===== config.mk =====
export PLATFORM = sky130hd
export DESIGN_NAME = bcd_display_scanner
export DESIGN_NICKNAME = d
export VERILOG_FILES = /design/src/rtl/bcd_disp_pkg.sv /design/src/rtl/bcd_to_7seg.sv /design/src/rtl/bcd_display_scanner.sv
export SDC_FILE = /design/constraint.sdc
export NUM_CORES = 1
export LEC_CHECK = 0
export ABC_AREA = 1
export BUFFER_PORTS_ARGS = -buffer_cell sky130_fd_sc_hd__buf_4
export CORE_ASPECT_RATIO = 1.2
export CORE_MARGIN = 8
export CORE_UTILIZATION = 51
export CTS_CLUSTER_DIAMETER = 120
export DETAILED_ROUTE_END_ITERATION = 8
export HOLD_SLACK_MARGIN = 0.02
export PLACE_DENSITY = 0.76
export SLEW_MARGIN = 0
export SYNTH_ARGS = -nofsm -noshare
export SYNTH_HDL_FRONTEND = slang
export SYNTH_SLANG_ARGS = --single-unit

===== constraint.sdc =====
create_clock -name clk -period 1.75 [get_ports clk]
set_input_delay 0 -clock clk [delete_from_list [all_inputs] [get_ports clk]]
set_output_delay 0 -clock clk [all_outputs]
set_load 0.005 [all_outputs]

===== src/rtl/bcd_disp_pkg.sv =====
// rtl/bcd_disp_pkg.sv - shared types and segment patterns for the BCD display scanner
package bcd_disp_pkg;

  typedef enum logic [1:0] {S_LO, S_GAP_LO, S_HI, S_GAP_HI} state_t;

  // Segment order is {g,f,e,d,c,b,a}, active-high.
  localparam logic [6:0] SEG_BLANK = 7'h00;
  localparam logic [6:0] SEG_DASH  = 7'h40;
  localparam logic [6:0] SEG_0     = 7'h3F;
  localparam logic [6:0] SEG_1     = 7'h06;
  localparam logic [6:0] SEG_2     = 7'h5B;
  localparam logic [6:0] SEG_3     = 7'h4F;
  localparam logic [6:0] SEG_4     = 7'h66;
  localparam logic [6:0] SEG_5     = 7'h6D;
  localparam logic [6:0] SEG_6     = 7'h7D;
  localparam logic [6:0] SEG_7     = 7'h07;
  localparam logic [6:0] SEG_8     = 7'h7F;
  localparam logic [6:0] SEG_9     = 7'h6F;

  function automatic int max3(input int a, input int b, input int c);
    int m;
    m = (a > b) ? a : b;
    return (m > c) ? m : c;
  endfunction

endpackage


===== src/rtl/bcd_to_7seg.sv =====
// rtl/bcd_to_7seg.sv - combinational BCD nibble to 7-segment encoder, dash for A..F
module bcd_to_7seg
  import bcd_disp_pkg::*;
(
  input  logic [3:0] digit,
  output logic [6:0] seg
);

  always_comb begin
    seg = SEG_DASH;
    case (digit)
      4'd0:    seg = SEG_0;
      4'd1:    seg = SEG_1;
      4'd2:    seg = SEG_2;
      4'd3:    seg = SEG_3;
      4'd4:    seg = SEG_4;
      4'd5:    seg = SEG_5;
      4'd6:    seg = SEG_6;
      4'd7:    seg = SEG_7;
      4'd8:    seg = SEG_8;
      4'd9:    seg = SEG_9;
      default: seg = SEG_DASH;
    endcase
  end

endmodule


===== src/rtl/bcd_display_scanner.sv =====
// rtl/bcd_display_scanner.sv - two-digit multiplexed 7-segment scanner with shadow load,
// dead-time, leading-zero blanking and optional active-low pins
module bcd_display_scanner
  import bcd_disp_pkg::*;
#(
  parameter int DIGIT_CYCLES   = 1000,
  parameter int GAP_CYCLES     = 16,
  parameter int BLANK_LZ       = 1,
  parameter int SEG_ACTIVE_LOW = 0
) (
  input  logic       clk,
  input  logic       rst,
  input  logic [7:0] bcd,
  input  logic       ld,
  input  logic       en,
  output logic [6:0] seg,
  output logic [1:0] an
);

  localparam int            CW       = $clog2(max3(DIGIT_CYCLES, GAP_CYCLES, 2));
  localparam logic [CW-1:0] DIG_LAST = CW'(DIGIT_CYCLES - 1);
  localparam logic [CW-1:0] GAP_LAST = CW'((GAP_CYCLES > 0) ? GAP_CYCLES - 1 : 0);
  localparam bit            HAS_GAP  = (GAP_CYCLES > 0);
  localparam logic [6:0]    SEG_XOR  = (SEG_ACTIVE_LOW != 0) ? 7'h7F : 7'h00;
  localparam logic [1:0]    AN_XOR   = (SEG_ACTIVE_LOW != 0) ? 2'b11 : 2'b00;

  state_t        state, state_n;
  logic [CW-1:0] cnt, cnt_n;
  logic          run, run_n;
  logic [7:0]    shadow;
  logic [3:0]    digit, digit_n;
  logic          slot_last;
  logic [6:0]    enc_seg, seg_d;
  logic [1:0]    an_d;

  // run is low after reset or while disabled; the first enabled edge starts a fresh S_LO slot.
  always_ff @(posedge clk) begin
    if (rst) begin
      shadow <= 8'h00;
      state  <= S_LO;
      cnt    <= '0;
      run    <= 1'b0;
      digit  <= 4'h0;
    end else begin
      if (ld) shadow <= bcd;
      state <= state_n;
      cnt   <= cnt_n;
      run   <= run_n;
      digit <= digit_n;
    end
  end

  always_comb begin
    state_n   = state;
    cnt_n     = cnt;
    run_n     = run;
    digit_n   = digit;
    slot_last = (state == S_LO || state == S_HI) ? (cnt == DIG_LAST) : (cnt == GAP_LAST);
    if (!en) begin
      state_n = S_LO;
      cnt_n   = '0;
      run_n   = 1'b0;
    end else if (!run) begin
      state_n = S_LO;
      cnt_n   = '0;
      run_n   = 1'b1;
      digit_n = shadow[3:0];
    end else if (slot_last) begin
      cnt_n = '0;
      unique case (state)
        S_LO:     state_n = HAS_GAP ? S_GAP_LO : S_HI;
        S_GAP_LO: state_n = S_HI;
        S_HI:     state_n = HAS_GAP ? S_GAP_HI : S_LO;
        S_GAP_HI: state_n = S_LO;
      endcase
      // The slot digit is frozen here so a mid-slot load only shows up next time round.
      if (state_n == S_LO)      digit_n = shadow[3:0];
      else if (state_n == S_HI) digit_n = shadow[7:4];
    end else begin
      cnt_n = cnt + 1'b1;
    end
  end

  bcd_to_7seg u_enc (
    .digit (digit),
    .seg   (enc_seg)
  );

  always_comb begin
    seg_d = SEG_BLANK;
    an_d  = 2'b00;
    if (en && run) begin
      case (state)
        S_LO: begin
          an_d  = 2'b01;
          seg_d = enc_seg;
        end
        S_HI: begin
          if (!(BLANK_LZ != 0 && digit == 4'h0)) begin
            an_d  = 2'b10;
            seg_d = enc_seg;
          end
        end
        default: ;
      endcase
    end
  end

  always_ff @(posedge clk) begin
    if (rst) begin
      seg <= SEG_BLANK ^ SEG_XOR;
      an  <= 2'b00 ^ AN_XOR;
    end else begin
      seg <= seg_d ^ SEG_XOR;
      an  <= an_d ^ AN_XOR;
    end
  end

endmodule


==> results of run 1 <==
==> per-layer routing <==
metal / GRT usage [%] / vias up / wire [um]
li1: - / 870 / -
met1: 13.6 / 741 / 1520
met2: 27.6 / 30 / 2000
met3: 4.64 / 7 / 184
met4: 7.50 / 0 / 70
met5: 0 / - / 0
==> worst min-delay path: cells and delay by family <==
| kind | cells | cell delay [ps] |
|---|---|---|
| buffers and inverters | 1 | 150 |
| AND/OR/NAND/NOR | 1 | 90 |
| AO/OA/AOI/OAI | 1 | 100 |
==> cell type report <==
class / instances / area, um2 / area share [%]
multi-input combinational: 159 / 1010 / 38.5
sequential: 41 / 826 / 31.6
timing repair buffer: 65 / 527 / 20.1
clock buffer: 5 / 68.8 / 2.63
inverter: 32 / 120 / 4.59
tap: 39 / 48.8 / 1.87
clock inverter: 3 / 17.5 / 0.670
==> how the worst max path moves through the flow <==
| stage | end | slack [ps] |
|---|---|---|
| 6_report | u_enc.seg[3]$_DFF_P_ | -120 |
| 5_1_grt | u_enc.seg[3]$_DFF_P_ | -230 |
| 4_1_cts | u_enc.seg[3]$_DFF_P_ | -90 |
| 3_5_place_dp | u_enc.seg[4]$_DFF_P_ | -190 |
| 3_3_place_gp | u_enc.seg[4]$_DFF_P_ | -150 |
| 2_1_floorplan | u_enc.seg[1]$_DFF_P_ | -40 |
==> cell usage after synthesis, drive strengths merged <==
| cell type | instances |
|---|---|
| nand2 | 53 |
| nor2 | 45 |
| dfxtp | 41 |
| inv | 30 |
| nand3 | 14 |
| o21ai | 13 |
| a21oi | 10 |
| ha | 10 |
| nand4 | 5 |
| xor2 | 4 |
| clkbuf | 2 |
| clkinv | 2 |
| nor3b | 2 |
| nor3 | 1 |
| o211ai | 1 |
| or2 | 1 |
==> cells by family after synthesis <==
group | count (synthesis)
compound gates | 24
xor+xnor | 4
fa+ha+maj | 10
buf+inv | 34
flops | 41
simple gates | 121
==> what timing repair did <==
action	in CTS	in global routing
hold endpoints to repair	9	0
pin swaps	12	17
cloned	0	0
hold buffers	14	0
setup endpoints to repair	7	8
gates resized for setup	7	12
buffers inserted	6	2
==> sequential cells by signal, summed over array words and instances (netlist names) <==
signal,cells
cnt,10
digit,4
an,2
state,2
run,1
shadow,8
seg,7
u_enc.seg,7
==> power by group through the flow <==
stage / combinational (mW) / clock (mW) / sequential [mW]
3_5_place_dp: 0.244 / 0 / 1.02
3_3_place_gp: 0.238 / 0 / 1.02
5_1_grt: 0.335 / 0.655 / 1.01
6_report: 0.299 / 0.600 / 1.00
2_1_floorplan: 0.163 / 0 / 1.02
4_1_cts: 0.287 / 0.617 / 1.00
==> through the flow <==
stage          area (um2)  setup WS, ps  total power [mW]  util, %
2_1_floorplan        1910         -41.1              1.18        -
3_3_place_gp         2270          -148              1.26     64.2
3_5_place_dp         2270          -188              1.27     64.2
4_1_cts              2570         -89.2              1.91     72.4
5_1_grt              2620          -233              2.00     73.8
6_report             2620          -121              1.90     73.8
==> flow_metrics.py, run 1 <==
metrics = {
    "status": {
        "status": "finished with violations",
        "violations": "negative setup slack",
    },
    "cts": {
        "cts_sinks": 41,
        "numCtsBuffers": 5,
        "root_buffer": "clkbuf_8",
        "worstSkewPairLatency_ps": 290,
        "clk_path_buf_depth": 2,
        "htree_levels": 2,
        "path_clk_slew_ps": 80,
        "cts_tree": "yes",
    },
    "drt": {
        "vias": 1648,
        "drc": 0,
        "vias_per_cell": 4.79,
        "drtPass1Iterations": 4,
        "drt-total-wl_um": 3770,
        "wire_per_inst_um": 11.0,
        "drtIter0Drc": 56,
        "antenna_left": 0,
    },
    "layout": {
        "final_cell_mix": "50 x buf_4, 40 x nand2_1, 37 x dfxtp_1, 36 x nor2_1, 24 x inv_1",
        "layout_commonest_cell": "buf_4",
        "area_growth_pct": 43.0,
        "fillCellCount": 264,
        "nets": 326,
        "layout.cells.non_filler": 344,
        "diodes": 0,
        "drive_above_1_share_pct": 35.1,
    },
    "power_and_ir_drop": {
        "leakagePower_nw": 1.20,
        "p_comb_share_pct": 15.7,
        "p_seq_share_pct": 52.7,
        "swShare_pct": 26.4,
        "ir_worst_vdd_v": 0.000522,
        "intPower_mw": 1.40,
        "clkPwrFrac_pct": 31.6,
        "p_sw_uw": 501,
        "power_density_nw_per_um2": 727,
    },
    "logic_synthesis": {
        "synth_cell_type_count": 23,
        "synth_xor_area_share_pct": 1.92,
        "synthTopCellsByArea": "dfxtp_1 45%, nand2_1 9.4%, nor2_1 8.0%",
        "synth_simple_gate_area_share_pct": 32.7,
        "synth_compound_area_share_pct": 6.70,
        "yosysSeqAreaShare_pct": 44.9,
        "synth_top_family_by_area": "simple AND/OR/NAND/NOR gates",
        "synth.net_count": 256,
        "ys_warn_count": 0,
        "synth_seq_cells": 41,
        "netlist_instances": 234,
        "syn_area_um2": 1830,
        "synth.largest_area_cell": "dfxtp_1",
        "synth.avg_cell_area_um2": 7.82,
        "synth_adder_area_share_pct": 6.84,
        "synthMuxAreaShare_pct": 0,
        "synth_top_area_share_pct": 44.9,
    },
    "grt": {
        "grt_max_degree": 14,
        "grt_pass1_vias": 1669,
        "grt_first_pass_wirelength_um": 6730,
        "antenna_found_initial": 0,
        "grt_use_total_pct": 14.4,
        "grt_overflow": 0,
    },
    "sta": {
        "holdWs_ps": 80.4,
        "fin_crit_sh_pct": 107,
        "clock_skew_ps": 5.20,
        "setup_slack_ps": -121,
        "worstMarginPinSlew_ps": 533,
        "finalHoldViolations": 0,
        "maxSlewViolCount": 0,
        "maxSlewHeadroom_pct": 64.4,
        "fin_crit_ps": 1870,
        "rsz0062_at_grt": "true",
        "setup_viol": 5,
        "fmax_ghz": 0.535,
        "tns_ps": -362,
    },
    "die": {
        "core_um2": 3540,
        "rows": 24,
        "io_pins": 21,
        "dieArea_um2": 5770,
        "chipWidth_um": 70.7,
        "die_h_um": 81.6,
        "start_util_pct": 51.6,
    },
    "worst_setup_path": {
        "startpoint": "cnt[1]$_SDFF_PP0_",
        "start_kind": "register",
        "cp-end-kind": "register",
        "crit_type": "register to register",
        "crit_family": "simple AND/OR/NAND/NOR gates",
        "worst_ep_arrival_time_ps": 2060,
        "critPathMaxFanout": 4,
        "regToRegEndpoint": "u_enc.seg[3]$_DFF_P_",
        "crit_buf_inv": 2,
        "worstPathRequired_ps": 1940,
        "path_depth": 15,
        "r2r_start": "cnt[1]$_SDFF_PP0_",
        "cp_common_cell": "nand2_1",
        "r2r_slack_ps": -120,
        "critPathSlowestCell": "dfxtp_2",
        "max_stage_delay_ps": 350,
        "reg2reg_depth": 15,
        "crit_chain": "ha_4 -> nand2_4 -> nor2_4 -> nand3_2 -> nand2_4 -> nand3_2 -> nand2_2 -> nor2_4 -> buf_6 -> ha_4 -> inv_2 -> nand4_1 -> nand2_1 -> nand2_1 -> nand2_1",
    },
    "worst_hold_path": {
        "hp-start": "en",
        "whs_path_depth": 3,
        "hold_path_class": "primary input to register",
        "min_to": "digit[0]$_SDFFE_PP0N_",
    },
    "place": {
        "place.gp.congestion": 0.797,
        "io_buffers": 20,
        "dpl.hpwl_um": 2560,
        "dp.cells": 314,
    },
    "job": {
        "drv_cap": 0,
    },
}
(Power assumes the default switching activity.)
==> inputs of run 2 (changes only) <==
--- a/config.mk
+++ b/config.mk
@@ -9,12 +9,13 @@
 export BUFFER_PORTS_ARGS = -buffer_cell sky130_fd_sc_hd__buf_4
 export CORE_ASPECT_RATIO = 1.2
 export CORE_MARGIN = 8
-export CORE_UTILIZATION = 51
+export CORE_UTILIZATION = 50
 export CTS_CLUSTER_DIAMETER = 120
 export DETAILED_ROUTE_END_ITERATION = 8
 export HOLD_SLACK_MARGIN = 0.02
-export PLACE_DENSITY = 0.76
+export PLACE_DENSITY = 0.75
 export SLEW_MARGIN = 0
 export SYNTH_ARGS = -nofsm -noshare
 export SYNTH_HDL_FRONTEND = slang
+export SYNTH_HIERARCHICAL = 1
 export SYNTH_SLANG_ARGS = --single-unit
==> constraint.sdc (replaced) <==
create_clock -name clk -period 1.75 [get_ports clk]
set_input_delay 0.175 -clock clk [delete_from_list [all_inputs] [get_ports clk]]
set_output_delay 0.175 -clock clk [all_outputs]
set_load 0.005 [all_outputs]
==> flow_metrics.py, run 2 <==
metrics = {
    "logic_synthesis": {
        "synth_seq_cells": 34,
        "synthTopCellsByArea": "dfxtp_1 41%, nand2_1 13%, nor2_1 8.7%",
        "netlist_instances": 228,
        "synth.largest_area_cell": "dfxtp_1",
        "synth_cell_type_count": 29,
        "yosysSeqAreaShare_pct": 40.6,
        "ys_warn_count": 6,
        "synth.avg_cell_area_um2": 7.35,
        "ys.flop_type": "dfxtp_1",
        "synth_top_area_share_pct": 40.6,
        "synth-edff-count": 0,
        "syn_area_um2": 1680,
        "synthTopCellsByCount": "57 x nand2_1, 39 x nor2_1, 34 x dfxtp_1, 24 x inv_1, 13 x nand3_1",
        "async_flop_share_pct": 0,
        "synth.net_count": 251,
        "synth_most_common_cell": "nand2_1",
    },
    "worst_setup_path": {
        "start_kind": "register",
        "crit_type": "register to register",
        "crit_chain": "inv_1 -> ha_1 -> a21oi_1 -> nor2_1",
        "max_stage_delay_ps": 440,
        "worst_ep_arrival_time_ps": 1630,
        "worstPathRequired_ps": 1910,
        "cp-end-kind": "register",
        "critPathSlowestCell": "dfxtp_1",
        "critPathMaxFanout": 7,
    },
    "worst_hold_path": {
        "hold_path_class": "primary input to register",
    },
    "sta": {
        "setup_viol": 0,
        "maxSlewHeadroom_pct": 66.4,
        "clock_skew_ps": 5.72,
        "fmax_ghz": 0.679,
        "maxSlewViolCount": 0,
        "fin_crit_sh_pct": 84.1,
        "fin_crit_ps": 1470,
        "setup_slack_ps": 278,
        "rsz0062_at_grt": "false",
        "worstMarginPinSlew_ps": 504,
        "tns_ps": 0,
        "finalHoldViolations": 0,
    },
    "layout": {
        "nets": 276,
        "largest_reg_flops": 10,
        "seqCellArea_um2": 681,
        "layout_commonest_cell": "nand2_1",
        "final_cell_mix": "57 x nand2_1, 39 x nor2_1, 34 x dfxtp_1, 24 x inv_1, 20 x buf_4",
        "top_regs": "cnt x10, shadow x8, seg x7",
        "drive_above_1_share_pct": 18.9,
        "diodes": 0,
        "regMostFlops": "cnt",
        "area_growth_pct": 17.6,
        "fillCellCount": 317,
        "multi_input_comb_area_um2": 878,
    },
    "die": {
        "core_um2": 3280,
        "dieArea_um2": 5470,
        "chipWidth_um": 68.9,
        "start_util_pct": 51.1,
        "die_h_um": 79.4,
        "rows": 23,
        "io_pins": 21,
    },
    "place": {
        "place.gp.congestion": 0.827,
        "dpl.hpwl_um": 2050,
        "dp_slack_ps": 306,
        "io_buffers": 20,
    },
    "cts": {
        "numCtsBuffers": 5,
        "ctsHoldBuffers": 0,
        "cts_sinks": 34,
        "clk_path_buf_depth": 2,
        "htree_levels": 2,
        "cts_resized": 0,
        "worstSkewPairLatency_ps": 280,
        "post_cts_buffers": 0,
        "path_clk_slew_ps": 70,
        "root_buffer": "clkbuf_8",
        "cts_tree": "yes",
    },
    "grt": {
        "top_usage_layer": "met2",
        "grt_overflow": 0,
        "grt_use_total_pct": 12.3,
        "grt_util_met3_pct": 4.49,
        "antenna_found_initial": 0,
        "gr-usage-met1_pct": 14.6,
        "met2_usage_pct": 19.0,
        "grt_max_degree": 13,
        "grt_first_pass_wirelength_um": 5380,
        "grt_pass1_vias": 1318,
    },
    "status": {
        "status": "finished clean",
    },
    "power_and_ir_drop": {
        "leakagePower_nw": 0.897,
        "power_density_nw_per_um2": 826,
        "ir_worst_vdd_v": 0.000549,
    },
    "drt": {
        "vias": 1368,
        "wire_per_inst_um": 9.54,
        "drt-total-wl_um": 2780,
        "antenna_left": 0,
        "drtPass1Iterations": 4,
        "vias_per_cell": 4.70,
        "drtIter0Drc": 93,
        "drc": 0,
    },
    "job": {
        "drv_cap": 0,
    },
}
-- run 2: cell count changes in the layout (fill, tap and decap cells not counted), moves of 6 or more --
| cell | delta |
|---|---|
| buf_4 | -30 |
| nand2_1 | +17 |
| dlygate4sd3_1 | -14 |
| ha_1 | +7 |
| nand3_1 | +6 |
-- run 2: logic make-up after synthesis --
| logic type | count (synthesis) | share of synthesized area [%] |
|---|---|---|
| xor gates and xnor gates | 4 | 2.09 |
| adders and majority gates | 11 | 8.21 |
| and+or+nand+nor | 128 | 34.8 |
| buffers and inverters | 30 | 7.01 |
| AOI/OAI and AO/OA | 21 | 7.31 |
| DFF | 34 | 40.6 |
-- run 2: worst paths after layout --
kind                           from                endpoint  slack, ps  cells past startpoint
min                             rst          run$_SDFF_PP0_         70                      2
min reg2reg  shadow[7]$_SDFFE_PP0P_  shadow[7]$_SDFFE_PP0P_        460                      2
max reg2reg   state[0]$_SDFFE_PP0P_       seg[2]$_SDFF_PP0_        280                      4
max           state[0]$_SDFFE_PP0P_       seg[2]$_SDFF_PP0_        280                      4
-- run 2: worst max-delay path: cells and delay by family (launching register included) --
family	cells	cell delay, ps
AND/OR/NAND/NOR	1	90
adder cells (fa/ha/maj)	1	240
buffers and inverters	1	140
AO/OA/AOI/OAI	1	440
flip-flops	1	440
-- run 2: routing by layer --
layer | wire, um | vias to the layer above
li1 | - | 758
met1 | 1270 | 576
met2 | 1270 | 28
met3 | 180 | 6
met4 | 57 | 0
met5 | 0 | -
-- run 2: final cells by class --
type | count | area share [%]
Clock buffer | 8 | 5.58
Inverter | 28 | 5.39
Multi-Input combinational cell | 164 | 44.5
Sequential cell | 34 | 34.5
Tap cell | 37 | 2.35
Timing Repair Buffer | 20 | 7.61
-- run 2: where the power goes --
part	total [mW]	internal [mW]	switching [mW]
sequential	0.819	0.800	0.0186
combinational	0.147	0.0649	0.0826
clock	0.662	0.397	0.265
-- run 2: per-stage QoR --
step | hold WS (ps) | utilization [%] | instances | instance area [um2] | power, mW
after floorplan | 248 | - | 228 | 1680 | 0.937
after global placement | 359 | 56.8 | 283 | 1860 | 0.983
after detailed placement | 359 | 56.8 | 283 | 1860 | 0.985
after CTS | 60.3 | 60.1 | 291 | 1970 | 1.65
after global routing | 61.4 | 60.1 | 291 | 1970 | 1.72
final | 67.2 | 60.1 | 291 | 1970 | 1.63
==> inputs of run 3 (changes only) <==
--- a/config.mk
+++ b/config.mk
@@ -5,15 +5,15 @@
 export SDC_FILE = /design/constraint.sdc
 export NUM_CORES = 1
 export LEC_CHECK = 0
-export ABC_AREA = 1
+export ABC_AREA = 0
 export BUFFER_PORTS_ARGS = -buffer_cell sky130_fd_sc_hd__buf_4
 export CORE_ASPECT_RATIO = 1.2
 export CORE_MARGIN = 8
-export CORE_UTILIZATION = 50
+export CORE_UTILIZATION = 53
 export CTS_CLUSTER_DIAMETER = 120
 export DETAILED_ROUTE_END_ITERATION = 8
 export HOLD_SLACK_MARGIN = 0.02
-export PLACE_DENSITY = 0.75
+export PLACE_DENSITY = 0.76
 export SLEW_MARGIN = 0
 export SYNTH_ARGS = -nofsm -noshare
 export SYNTH_HDL_FRONTEND = slang
==> constraint.sdc (replaced) <==
create_clock -name clk -period 1.5 [get_ports clk]
set_input_delay 0.15 -clock clk [delete_from_list [all_inputs] [get_ports clk]]
set_output_delay 0.15 -clock clk [all_outputs]
set_load 0.005 [all_outputs]
==> flow_metrics.py, run 3 <==
metrics = {
    "grt": {
        "grt_use_total_pct": 14.1,
        "grt_overflow": 0,
        "grt_pass1_vias": 1373,
        "grt_first_pass_wirelength_um": 5760,
        "antenna_found_initial": 0,
        "grt_max_degree": 14,
    },
    "sta": {
        "maxSlewViolCount": 0,
        "maxSlewHeadroom_pct": 73.6,
        "fmax_ghz": 0.551,
        "setup_viol": 14,
        "finalHoldViolations": 0,
        "fin_crit_ps": 1810,
        "clock_skew_ps": 8.41,
        "holdWs_ps": 48.3,
        "fin_crit_sh_pct": 121,
        "worstMarginPinSlew_ps": 395,
        "rsz0062_at_grt": "true",
        "setup_slack_ps": -315,
    },
    "logic_synthesis": {
        "netlist_instances": 164,
        "synthTopCellsByArea": "dfxtp_1 42%, ha_1 8.5%, mux2i_1 7.4%",
        "synth.avg_cell_area_um2": 9.83,
        "yosysSeqAreaShare_pct": 42.2,
        "synth_top_area_share_pct": 42.2,
        "synth_most_common_cell": "dfxtp_1",
        "synth_cell_type_count": 39,
        "syn_area_um2": 1610,
        "async_flop_share_pct": 0,
        "synth.largest_area_cell": "dfxtp_1",
        "synth.net_count": 187,
        "synth-edff-count": 0,
        "synth_seq_cells": 34,
        "ys_warn_count": 6,
        "synthTopCellsByCount": "34 x dfxtp_1, 14 x nor2_1, 12 x mux2i_1, 11 x ha_1, 11 x nor3_1",
        "ys.flop_type": "dfxtp_1",
    },
    "cts": {
        "htree_levels": 2,
        "post_cts_buffers": 0,
        "ctsHoldBuffers": 0,
        "clk_path_buf_depth": 2,
        "numCtsBuffers": 5,
        "root_buffer": "clkbuf_4",
        "cts_tree": "yes",
        "cts_sinks": 34,
        "path_clk_slew_ps": 100,
        "worstSkewPairLatency_ps": 340,
    },
    "layout": {
        "regMostFlops": "cnt",
        "top_regs": "cnt x10, shadow x8, seg x7",
        "largest_reg_flops": 10,
        "layout_commonest_cell": "buf_4",
        "nets": 236,
        "drive_above_1_share_pct": 33.6,
        "final_cell_mix": "46 x buf_4, 31 x dfxtp_1, 14 x nor2_1, 12 x mux2i_1, 10 x ha_1",
        "diodes": 0,
        "area_growth_pct": 30.0,
        "fillCellCount": 234,
    },
    "job": {
        "drv_cap": 0,
    },
    "worst_setup_path": {
        "critPathSlowestCell": "or4_4",
        "worst_ep_arrival_time_ps": 2050,
        "crit_buf_inv": 0,
        "crit_type": "register to register",
        "cp-end-kind": "register",
        "crit_chain": "or4_4 -> or3_4 -> a21oi_4 -> mux2_4",
        "critPathMaxFanout": 3,
        "crit_family": "simple AND/OR/NAND/NOR gates",
        "max_stage_delay_ps": 540,
        "start_kind": "register",
        "worstPathRequired_ps": 1740,
        "reg2reg_depth": 4,
        "r2r_slack_ps": -310,
        "path_depth": 4,
    },
    "status": {
        "violations": "negative setup slack",
        "status": "finished with violations",
    },
    "die": {
        "dieArea_um2": 5070,
        "chipWidth_um": 66.4,
        "die_h_um": 76.4,
        "start_util_pct": 54.3,
        "io_pins": 21,
        "rows": 22,
        "core_um2": 2970,
    },
    "drt": {
        "drc": 0,
        "vias_per_cell": 5.34,
        "drtIter0Drc": 91,
        "drt-total-wl_um": 3490,
        "antenna_left": 0,
        "wire_per_inst_um": 13.9,
        "vias": 1336,
        "drtPass1Iterations": 4,
    },
    "worst_hold_path": {
        "whs_path_depth": 3,
        "hold_path_class": "primary input to register",
    },
    "place": {
        "dp_slack_ps": -283,
        "place.gp.congestion": 0.829,
        "io_buffers": 20,
        "dpl.hpwl_um": 2600,
    },
    "power_and_ir_drop": {
        "ir_worst_vdd_v": 0.000698,
        "power_density_nw_per_um2": 796,
        "leakagePower_nw": 0.910,
    },
}
-- run 3: metal layers --
| metal | vias to the layer above | wire length [um] | GRT usage, % |
|---|---|---|---|
| li1 | 669 | - | - |
| met1 | 639 | 1350 | 13.9 |
| met2 | 20 | 1900 | 24.3 |
| met3 | 8 | 160 | 4.85 |
| met4 | 0 | 78 | 7.92 |
| met5 | - | 0 | 0 |
-- run 3: worst register-to-register path, cell delays in order (launching register included) --
cell     delay [ps]
dfxtp_2         330
or4_4           540
or3_4           350
a21oi_4         190
mux2_4          310
-- run 3: cell families (layout without fill, tap and decap cells) --
family	count (synthesis)	in the layout	share of synthesized area, %
AO/OA/AOI/OAI	24	24	11.9
buffers and inverters	15	65	4.42
flip-flops	34	34	42.2
XOR/XNOR	8	8	4.34
multiplexers	14	14	9.31
AND/OR/NAND/NOR	58	58	19.3
adder cells (fa/ha/maj)	11	11	8.53
-- run 3: repair_timing --
action / in CTS / in global routing
resized for setup: 1 / 9
cloned: 0 / 1
endpoints found under the setup margin: 14 / 22
pin swaps: 1 / 0
-- run 3: per-stage QoR --
step	TNS, ps	instances	total power, mW	utilization [%]	area, um2
6_report	-3290	250	1.67	70.5	2100
2_1_floorplan	-2180	164	1.09	-	1630
3_5_place_dp	-3200	241	1.16	66.9	1990
5_1_grt	-3880	250	1.75	70.5	2100
3_3_place_gp	-2570	241	1.15	66.9	1990
4_1_cts	-3210	249	1.69	69.1	2050
-- run 3: final cells by class --
| class | instances | area [um2] | share of cell area [%] |
|---|---|---|---|
| clock inverters | 1 | 5.00 | 0.239 |
| flip-flops and latches | 34 | 684 | 32.6 |
| clock buffers | 7 | 55.1 | 2.63 |
| well taps | 36 | 45.0 | 2.15 |
| inverters | 9 | 33.8 | 1.61 |
| multi-input cells | 115 | 906 | 43.2 |
| repair buffers | 48 | 368 | 17.5 |
-- run 3: final timing paths --
path | startpoint | end
setup / recovery | cnt[8]$_SDFF_PP0_ | state[1]$_SDFFE_PP0P_
hold / removal | bcd[1] | shadow[1]$_SDFFE_PP0P_
setup reg to reg | cnt[8]$_SDFF_PP0_ | state[1]$_SDFFE_PP0P_
hold reg to reg | shadow[7]$_SDFFE_PP0P_ | shadow[7]$_SDFFE_PP0P_
-- run 3: where the power goes --
group          leakage (nW)  internal [mW]  total [mW]  switching [mW]
logic                 0.597          0.101       0.189          0.0883
registers             0.279          0.931       0.952          0.0212
clock network        0.0353          0.227       0.529           0.302
